===== src/rtl/hazard5_muldiv_pkg.sv =====
// Shared definitions for the hazard5 sequential multiply/divide unit:
// M-extension funct3 encodings, FSM state type and operand-sign helpers.
package hazard5_muldiv_pkg;

    localparam logic [2:0] M_OP_MUL    = 3'b000;
    localparam logic [2:0] M_OP_MULH   = 3'b001;
    localparam logic [2:0] M_OP_MULHSU = 3'b010;
    localparam logic [2:0] M_OP_MULHU  = 3'b011;
    localparam logic [2:0] M_OP_DIV    = 3'b100;
    localparam logic [2:0] M_OP_DIVU   = 3'b101;
    localparam logic [2:0] M_OP_REM    = 3'b110;
    localparam logic [2:0] M_OP_REMU   = 3'b111;

    typedef enum logic [1:0] {
        MD_IDLE = 2'd0,
        MD_RUN  = 2'd1,
        MD_FIX  = 2'd2,
        MD_DONE = 2'd3
    } md_state_t;

    function automatic logic op_is_div(input logic [2:0] op);
        return op[2];
    endfunction

    function automatic logic op_a_signed(input logic [2:0] op);
        return (op == M_OP_MULH) || (op == M_OP_MULHSU) || (op == M_OP_DIV) || (op == M_OP_REM);
    endfunction

    function automatic logic op_b_signed(input logic [2:0] op);
        return (op == M_OP_MULH) || (op == M_OP_DIV) || (op == M_OP_REM);
    endfunction

endpackage


===== src/rtl/hazard5_muldiv_seq.sv =====
// Sequential RV32M multiply/divide: shift-add multiply and restoring divide on
// a shared 2*XLEN accumulator, UNROLL bits per cycle, sign fix-up in one extra cycle.
module hazard5_muldiv_seq
    import hazard5_muldiv_pkg::*;
#(
    parameter int XLEN   = 32,
    parameter int UNROLL = 1
) (
    input  logic            clk,
    input  logic            rst_n,
    input  logic [2:0]      op,
    input  logic            op_vld,
    output logic            op_rdy,
    input  logic            op_kill,
    input  logic [XLEN-1:0] op_a,
    input  logic [XLEN-1:0] op_b,
    output logic [XLEN-1:0] result,
    output logic            result_vld
);

    localparam int N  = XLEN / UNROLL;
    localparam int CW = (N > 1) ? $clog2(N) : 1;

    // Handshake: an op transfers on a rising clk edge when op_vld & op_rdy are
    // both high and op_kill is low; op_rdy depends only on the FSM state.
    md_state_t         state;
    logic [2:0]        op_r;
    logic              neg_r;
    logic [CW-1:0]     count;
    logic [2*XLEN-1:0] accum;
    logic [XLEN-1:0]   md_r;

    logic              accept;
    logic              a_neg, b_neg, neg_next;
    logic [XLEN-1:0]   a_mag, b_mag;
    logic [2*XLEN-1:0] step_nxt;
    logic [2*XLEN-1:0] prod_fix;
    logic [XLEN-1:0]   quo_fix, rem_fix, fix_val;

    assign op_rdy = (state == MD_IDLE) || (state == MD_DONE);
    assign accept = op_vld && op_rdy && !op_kill;

    assign a_neg = op_a_signed(op) && op_a[XLEN-1];
    assign b_neg = op_b_signed(op) && op_b[XLEN-1];
    assign a_mag = a_neg ? -op_a : op_a;
    assign b_mag = b_neg ? -op_b : op_b;

    // Remainder takes the dividend's sign; a zero divisor leaves the all-ones quotient alone.
    assign neg_next = !op_is_div(op) ? (a_neg ^ b_neg) :
                      op[1]          ? a_neg :
                                       ((a_neg ^ b_neg) && (|op_b));

    function automatic logic [2*XLEN-1:0] md_step(
        input logic [2*XLEN-1:0] acc,
        input logic [XLEN-1:0]   d,
        input logic              is_div
    );
        logic [XLEN:0]   sum;
        logic [XLEN:0]   sh;
        logic [XLEN-1:0] diff;
        sum  = {1'b0, acc[2*XLEN-1:XLEN]} + (acc[0] ? {1'b0, d} : '0);
        sh   = acc[2*XLEN-1:XLEN-1];
        diff = sh[XLEN-1:0] - d;
        if (!is_div)
            return {sum, acc[XLEN-1:1]};
        else if (sh >= {1'b0, d})
            return {diff, acc[XLEN-2:0], 1'b1};
        else
            return {sh[XLEN-1:0], acc[XLEN-2:0], 1'b0};
    endfunction

    always_comb begin
        step_nxt = accum;
        for (int i = 0; i < UNROLL; i++)
            step_nxt = md_step(step_nxt, md_r, op_is_div(op_r));
    end

    always_comb begin
        prod_fix = neg_r ? -accum : accum;
        quo_fix  = neg_r ? -accum[XLEN-1:0] : accum[XLEN-1:0];
        rem_fix  = neg_r ? -accum[2*XLEN-1:XLEN] : accum[2*XLEN-1:XLEN];
        fix_val  = rem_fix;
        case (op_r)
            M_OP_MUL:                            fix_val = prod_fix[XLEN-1:0];
            M_OP_MULH, M_OP_MULHSU, M_OP_MULHU:  fix_val = prod_fix[2*XLEN-1:XLEN];
            M_OP_DIV, M_OP_DIVU:                 fix_val = quo_fix;
            default:                             fix_val = rem_fix;
        endcase
    end

    always_ff @(posedge clk or negedge rst_n) begin
        if (!rst_n) begin
            state      <= MD_IDLE;
            op_r       <= '0;
            neg_r      <= 1'b0;
            count      <= '0;
            accum      <= '0;
            md_r       <= '0;
            result     <= '0;
            result_vld <= 1'b0;
        end else if (op_kill) begin
            state      <= MD_IDLE;
            result_vld <= 1'b0;
        end else if (accept) begin
            state      <= MD_RUN;
            op_r       <= op;
            neg_r      <= neg_next;
            count      <= CW'(N - 1);
            result_vld <= 1'b0;
            // Divide walks the dividend up from the low half; multiply shifts the multiplier out of it.
            if (op_is_div(op)) begin
                accum <= {{XLEN{1'b0}}, a_mag};
                md_r  <= b_mag;
            end else begin
                accum <= {{XLEN{1'b0}}, b_mag};
                md_r  <= a_mag;
            end
        end else begin
            case (state)
                MD_RUN: begin
                    accum <= step_nxt;
                    if (count == '0)
                        state <= MD_FIX;
                    else
                        count <= count - 1'b1;
                end
                MD_FIX: begin
                    result     <= fix_val;
                    result_vld <= 1'b1;
                    state      <= MD_DONE;
                end
                default: ;
            endcase
        end
    end

endmodule


===== config.mk =====
export PLATFORM = sky130hd
export DESIGN_NAME = hazard5_muldiv_seq
export DESIGN_NICKNAME = d
export VERILOG_FILES = /design/src/rtl/hazard5_muldiv_pkg.sv /design/src/rtl/hazard5_muldiv_seq.sv
export SDC_FILE = /design/constraint.sdc
export NUM_CORES = 1
export LEC_CHECK = 0
export BUFFER_PORTS_ARGS = -buffer_cell sky130_fd_sc_hd__buf_4
export CAP_MARGIN = 10
export CORE_MARGIN = 3
export CORE_UTILIZATION = 57
export CTS_CLUSTER_SIZE = 12
export DETAILED_ROUTE_END_ITERATION = 12
export PLACE_DENSITY = 0.91
export SLEW_MARGIN = 40
export SYNTH_ARGS = -nofsm -noshare
export SYNTH_HDL_FRONTEND = slang
export SYNTH_SLANG_ARGS = --single-unit

===== constraint.sdc =====
create_clock -name clk -period 3.45 [get_ports clk]
set_input_delay 0.345 -clock clk [delete_from_list [all_inputs] [get_ports clk]]
set_output_delay 0.345 -clock clk [all_outputs]
set_load 0.01 [all_outputs]

# --- Yosys cells after proc, flatten, opt, wreduce, memory -nomap -nowiden ---
# Cells that the tools add are included.
word_totals:
  ff_bits: 140
  input_bits: 71
  output_inout_bits: 34
  elab_cells: 85
op_classes:
  addsub: 8
  magnitude_cmp: 1
  n_eq_ne: 14
  mux: 25
  bitwise: 3
  n_reduce_logical: 26
op_table:
  columns: ["cell", "count"]
  rows:
  - ["$mux 64", 5]
  - ["$mux 32", 7]
  - ["$neg 32->32", 4]
  - ["$pmux 32 s3", 1]
  - ["$neg 64->64", 1]
  - ["$add 32x32->33", 1]
  - ["$ge 33x32->1", 1]
  - ["$reduce_or 32->1", 1]
  - ["$sub 32x32->32", 1]
  - ["$mux 5", 3]
  - ["$eq 3x3->1 const B", 4]
  - ["$eq 3x2->1 const B", 3]
  - ["$eq 3x1->1 const B", 2]
  - ["$logic_or 1x1->1", 6]
  - ["$mux 2", 3]
  - ["$reduce_and 2->1", 3]
  - ["$reduce_and 3->1", 2]
  - ["$logic_and 1x1->1", 5]
  - ["$logic_not 5->1", 1]
  - ["$mux 1", 5]
  - ["$sub 5x1->5 const B", 1]
  - ["$eq 2x2->1 const B", 2]
  - ["$ne 4x4->1 const B", 1]
  - ["$pmux 2 s2", 1]
  - ["other kinds (12)", 13]

# --- Depth between registers and ports, before layout ---
depth:
  word_depth: 9
  depth_mapped: 14
  ltp_nobuf: 13

# --- Worst setup path before layout ---
# Ideal clock, no wire load.
synth_timing:
  path_type: "register to register"
  from: "reg accum[0]"
  to: "reg accum[55]"
  setup_time_ps: 126
  arrival_time_ps: 3191
  required_time_ps: 3324
  slack_ps: 133
  path_stages_with_launch: 14
  n_path_buf: 1
  period_less_slack_ps: 3317
  cell_sequence: "dfrtp_1 > inv_1 > clkbuf_1 > nor2_1 > ha_1 > a21o_1 > or3_1 > o21a_1 > a221o_1 > a31oi_1 > o221a_2 > xnor2_1 > o21ai_1 > a221o_1"
synth_between:
  elab_chain_len: 5
synth_rtl:
  columns: ["element", "line_no", "rtl"]
  rows:
  - ["start, declared", "hazard5_muldiv_seq.sv:30", "logic [2*XLEN-1:0] accum;"]
  - ["start signal, assigned", "hazard5_muldiv_seq.sv:112", "accum <= {{XLEN{1'b0}}, a_mag};"]
  - ["start signal, assigned", "hazard5_muldiv_seq.sv:115", "accum <= {{XLEN{1'b0}}, b_mag};"]
  - ["start signal, assigned", "hazard5_muldiv_seq.sv:121", "accum <= step_nxt;"]
  - ["$mux 32", "hazard5_muldiv_seq.sv:61", "sum = {1'b0, acc[2*XLEN-1:XLEN]} + (acc[0] ? {1'b0, d} : '0);"]
  - ["$add 32x32->33", "hazard5_muldiv_seq.sv:61", null]
  - ["$mux 64", "hazard5_muldiv_seq.sv:64", "if (!is_div)"]
  - ["$mux 64", "hazard5_muldiv_seq.sv:119", "case (state)"]
  - ["$mux 64", "hazard5_muldiv_seq.sv:104", "end else if (accept) begin"]
# Every way passes these cells. The select of a mux whose other input is x is not followed.
# A chain may end at the register's enable or synchronous reset.

# --- Worst setup path in the final report ---
layout_timing:
  from: "reg accum[0]"
  to: "reg accum[63]"
# Same word-level chain as after synthesis.

==> flow_summary.toml <==
[global_route]
grt-ovfl-total = 0
antenna_found_initial = 0
grt_pass1_vias = 14100
gr-usage-all-layers_pct = 37.9
grt_pass1_wl_um = 79100
grt_max_degree = 85

[route]
drt-total-wl_um = 50800
wire_per_inst_um = 22.3
drt_pre_antenna_iters = 9
vias = 15300
ant_nets = 0
drt-initial-drc-count = 2195
drc = 0
viasPerCell = 6.72

[die]
dieArea_um2 = 26400
die_y_um = 163
coreArea_um2 = 23800
fp.dieW_um = 163
pin_count = 105
start_util_pct = 58.8
rows = 56

[timing]
clock_skew_ps = 13.1
slew_headroom_pct = 52.4
timing.final.crit_share_pct = 97.5
period_minus_slack_ps = 3360
slew_violations = 0
clock.fmax_mhz = 297
worstMarginPinSlew_ps = 714
tns_ps = 0
final_hold_viol_count = 0
finalSetupViolations = 0

[cells_and_area]
drive_above_1_share_pct = 14.4
syn_to_final_growth_pct = 15.6
stdcell_count = 2277
design_area_um2 = 16100
diodes = 0
nNetsFinal = 2090

[synthesis]
synth_cells = 1842
yosys.area_share.simple_pct = 19.7
synth_top_family_by_area = "compound AO/OA/AOI/OAI gates"
synth-compound-area-share_pct = 28.0
synthMuxAreaShare_pct = 3.69
synth_top_area_cell = "dfrtp_1"
synth_xor_area_share_pct = 11.6
synth_top_area_share_pct = 25.1
synth-adder-area-share_pct = 6.74
yosys_warnings = 0
syn_avg_cell_area_um2 = 7.58
yosysUniqueCellTypes = 81
async_flop_share_pct = 100
synth_nets = 1987
netlist_area_um2 = 14000
synth_seq_cells = 140
synthFlopType = "dfrtp_1"
ys_top_cells_by_area = "dfrtp_1, ha_1, xnor2_1"
synth-edff-count = 0
ys_seq_area_share_pct = 25.1

[setup_path]
critPathRequiredTime_ps = 3810
rr_startpoint = "accum[0]"
reg2reg_setup_slack_ps = 90
end_kind = "flop"
crit_path_top_delay_cell = "dfrtp_2"
worst_r2r_path_depth = 13
crit_type = "flop to flop"
crit_fanout = 5
arrival_ps = 3720
critPathLaunchType = "flop"
slowest_delay_ps = 420
worstReg2RegEnd = "accum[63]"
crit_path_cell_trace = "and2_1 -> ha_1 -> inv_1 -> fa_1 -> nand2b_2 -> a21oi_4 -> o21a_1 -> a221o_1 -> a31oi_1 -> o221a_2 -> or3_1 -> a311o_1 -> a32oi_1"

[clock_tree]
htree_levels = 4
worst_skew_pair.late_latency_ps = 440
clk_pin_slew_worst_paths_ps = 70
cts_sinks = 140
clk_path_buf_depth = 2
cts_tree = "done"
cts_buffers = 17
cts-root-buf = "clkbuf_16"

[place]
numPortBuffers = 104
post-place-cells = 2239
gp_congestion = 1.05
placedInstanceArea_um2 = 15400
hpwl_um = 39200

[power_and_ir_drop]
power_density_nw_per_um2 = 1110
leakagePower_uw = 0.00716
worst_ir_drop_vdd_mv = 0.534

[flow_run]
maxCapViolCount = 0

[run_status]
outcome = "completed"

[worst_hold_path]
min_from = "op[0]"
hold_class = "input pin to flop"
worstHoldEndpoint = "op_r[0]"
whs_path_depth = 3
[per-layer routing]
layer / share of wire, % / vias to the layer above / GRT usage [%]
li1: - / 6909 / -
met3: 13 / 181 / 10.7
met4: 5.1 / 0 / 16.7
met1: 40 / 7101 / 52.3
met5: 0 / - / 0
met2: 42 / 1121 / 55.5
[worst max-delay path by stage]
stage	start	to	slack (ps)	cells after the start
after floorplan	accum[0]	accum[55]	130	13
after detailed placement	accum[0]	accum[61]	-20	13
after global placement	accum[0]	accum[61]	80	13
after CTS	accum[0]	accum[63]	50	13
after global routing	accum[0]	accum[63]	-10	13
final	accum[0]	accum[63]	90	13
[Yosys cell counts (23+ instances only)]
cell and n:
a21oi_1 164, nor2_1 168, ha_1 72, inv_1 64
nor3_1 37, o31ai_1 23, o21ai_1 47, o221ai_1 36
o211ai_1 33, xnor2_1 99, nand2_1 225, xor2_1 86
mux2i_1 47, clkbuf_1 110, dfrtp_1 140, o21ai_0 129
[sequential cells by signal, indices dropped and copies added, names as in the netlist]
register and count:
accum 64, count 5, md_r 32, neg_r 1
op_r 3, result 32, result_vld 1, state 2
[cell families after synthesis]
family / after synthesis
and+or+nand+nor: 589
muxes: 51
buffers and inverters: 189
DFF: 140
AOI/OAI and AO/OA: 614
adders and majority gates: 74
xor gates and xnor gates: 185
[cell type report]
type                    instances  area (um2)
well taps                     319         399
multi-input cells            1513        9820
fillers                      1927        7610
repair buffers                207        1570
inverters                      65         248
flip-flops and latches        140        3510
clock buffers                  18         439
repair inverters                1        7.51
clock inverters                14         143
[cell usage in the layout (no fill, tap or decap), types with 5 or more instances in the layout]
master / n
nor2b_1: 13
xor2_1: 86
or2_2: 6
o21ai_1: 46
nor4_1: 11
ha_1: 72
o211ai_1: 33
nand2b_1: 17
nand2_1: 225
a32oi_1: 6
xnor2_1: 99
a221oi_1: 7
a211oi_1: 12
a31oi_1: 11
a22oi_1: 22
dfrtp_1: 137
a221o_1: 6
o22ai_1: 21
buf_4: 204
a21oi_1: 163
o41ai_1: 17
o21ai_0: 128
o31ai_1: 22
nor2_1: 165
o221ai_1: 36
o21bai_1: 6
inv_1: 63
and3_1: 7
mux2i_1: 47
inv_6: 6
clkbuf_16: 17
nand4_1: 12
and2_1: 14
or4_1: 14
o21a_1: 9
or3_1: 17
inv_8: 5
nand3_1: 21
nor3_1: 37
a21o_1: 21
[timing repair]
action,4_1_cts,5_1_grt
gates resized for setup,1,13
endpoints found under the setup margin,1,18
gates cloned,0,1
buffers inserted,0,4
hold buffers,1,0
pin swaps,0,3
endpoints found under the hold margin,56,0
[per-stage QoR]
| stage | hold WS [ps] | power (uW) | utilization, % | setup slack, ps |
|---|---|---|---|---|
| floorplan | 49.4 | 11400 | - | 133 |
| global placement | 345 | 15100 | 65.0 | 78.3 |
| detailed placement | 352 | 15400 | 65.0 | -20.7 |
| CTS | 154 | 17300 | 67.6 | 46.9 |
| global route | 177 | 19000 | 68.0 | -9.92 |
| finish | 158 | 17900 | 68.0 | 85.3 |
[critical path: cells and delay by family, from the launching register on]
family                   cells  cell delay (ps)
flip-flops                   1              420
AND/OR/NAND/NOR              3              720
AO/OA/AOI/OAI                7             1520
adder cells (fa/ha/maj)      2              570
buffers and inverters        1               60
[power by group]
part / switching, uW / internal, uW
Sequential: 902 / 2370
Clock: 888 / 986
Combinational: 7900 / 4890
Note: power is estimated with default switching activity, not from simulation.
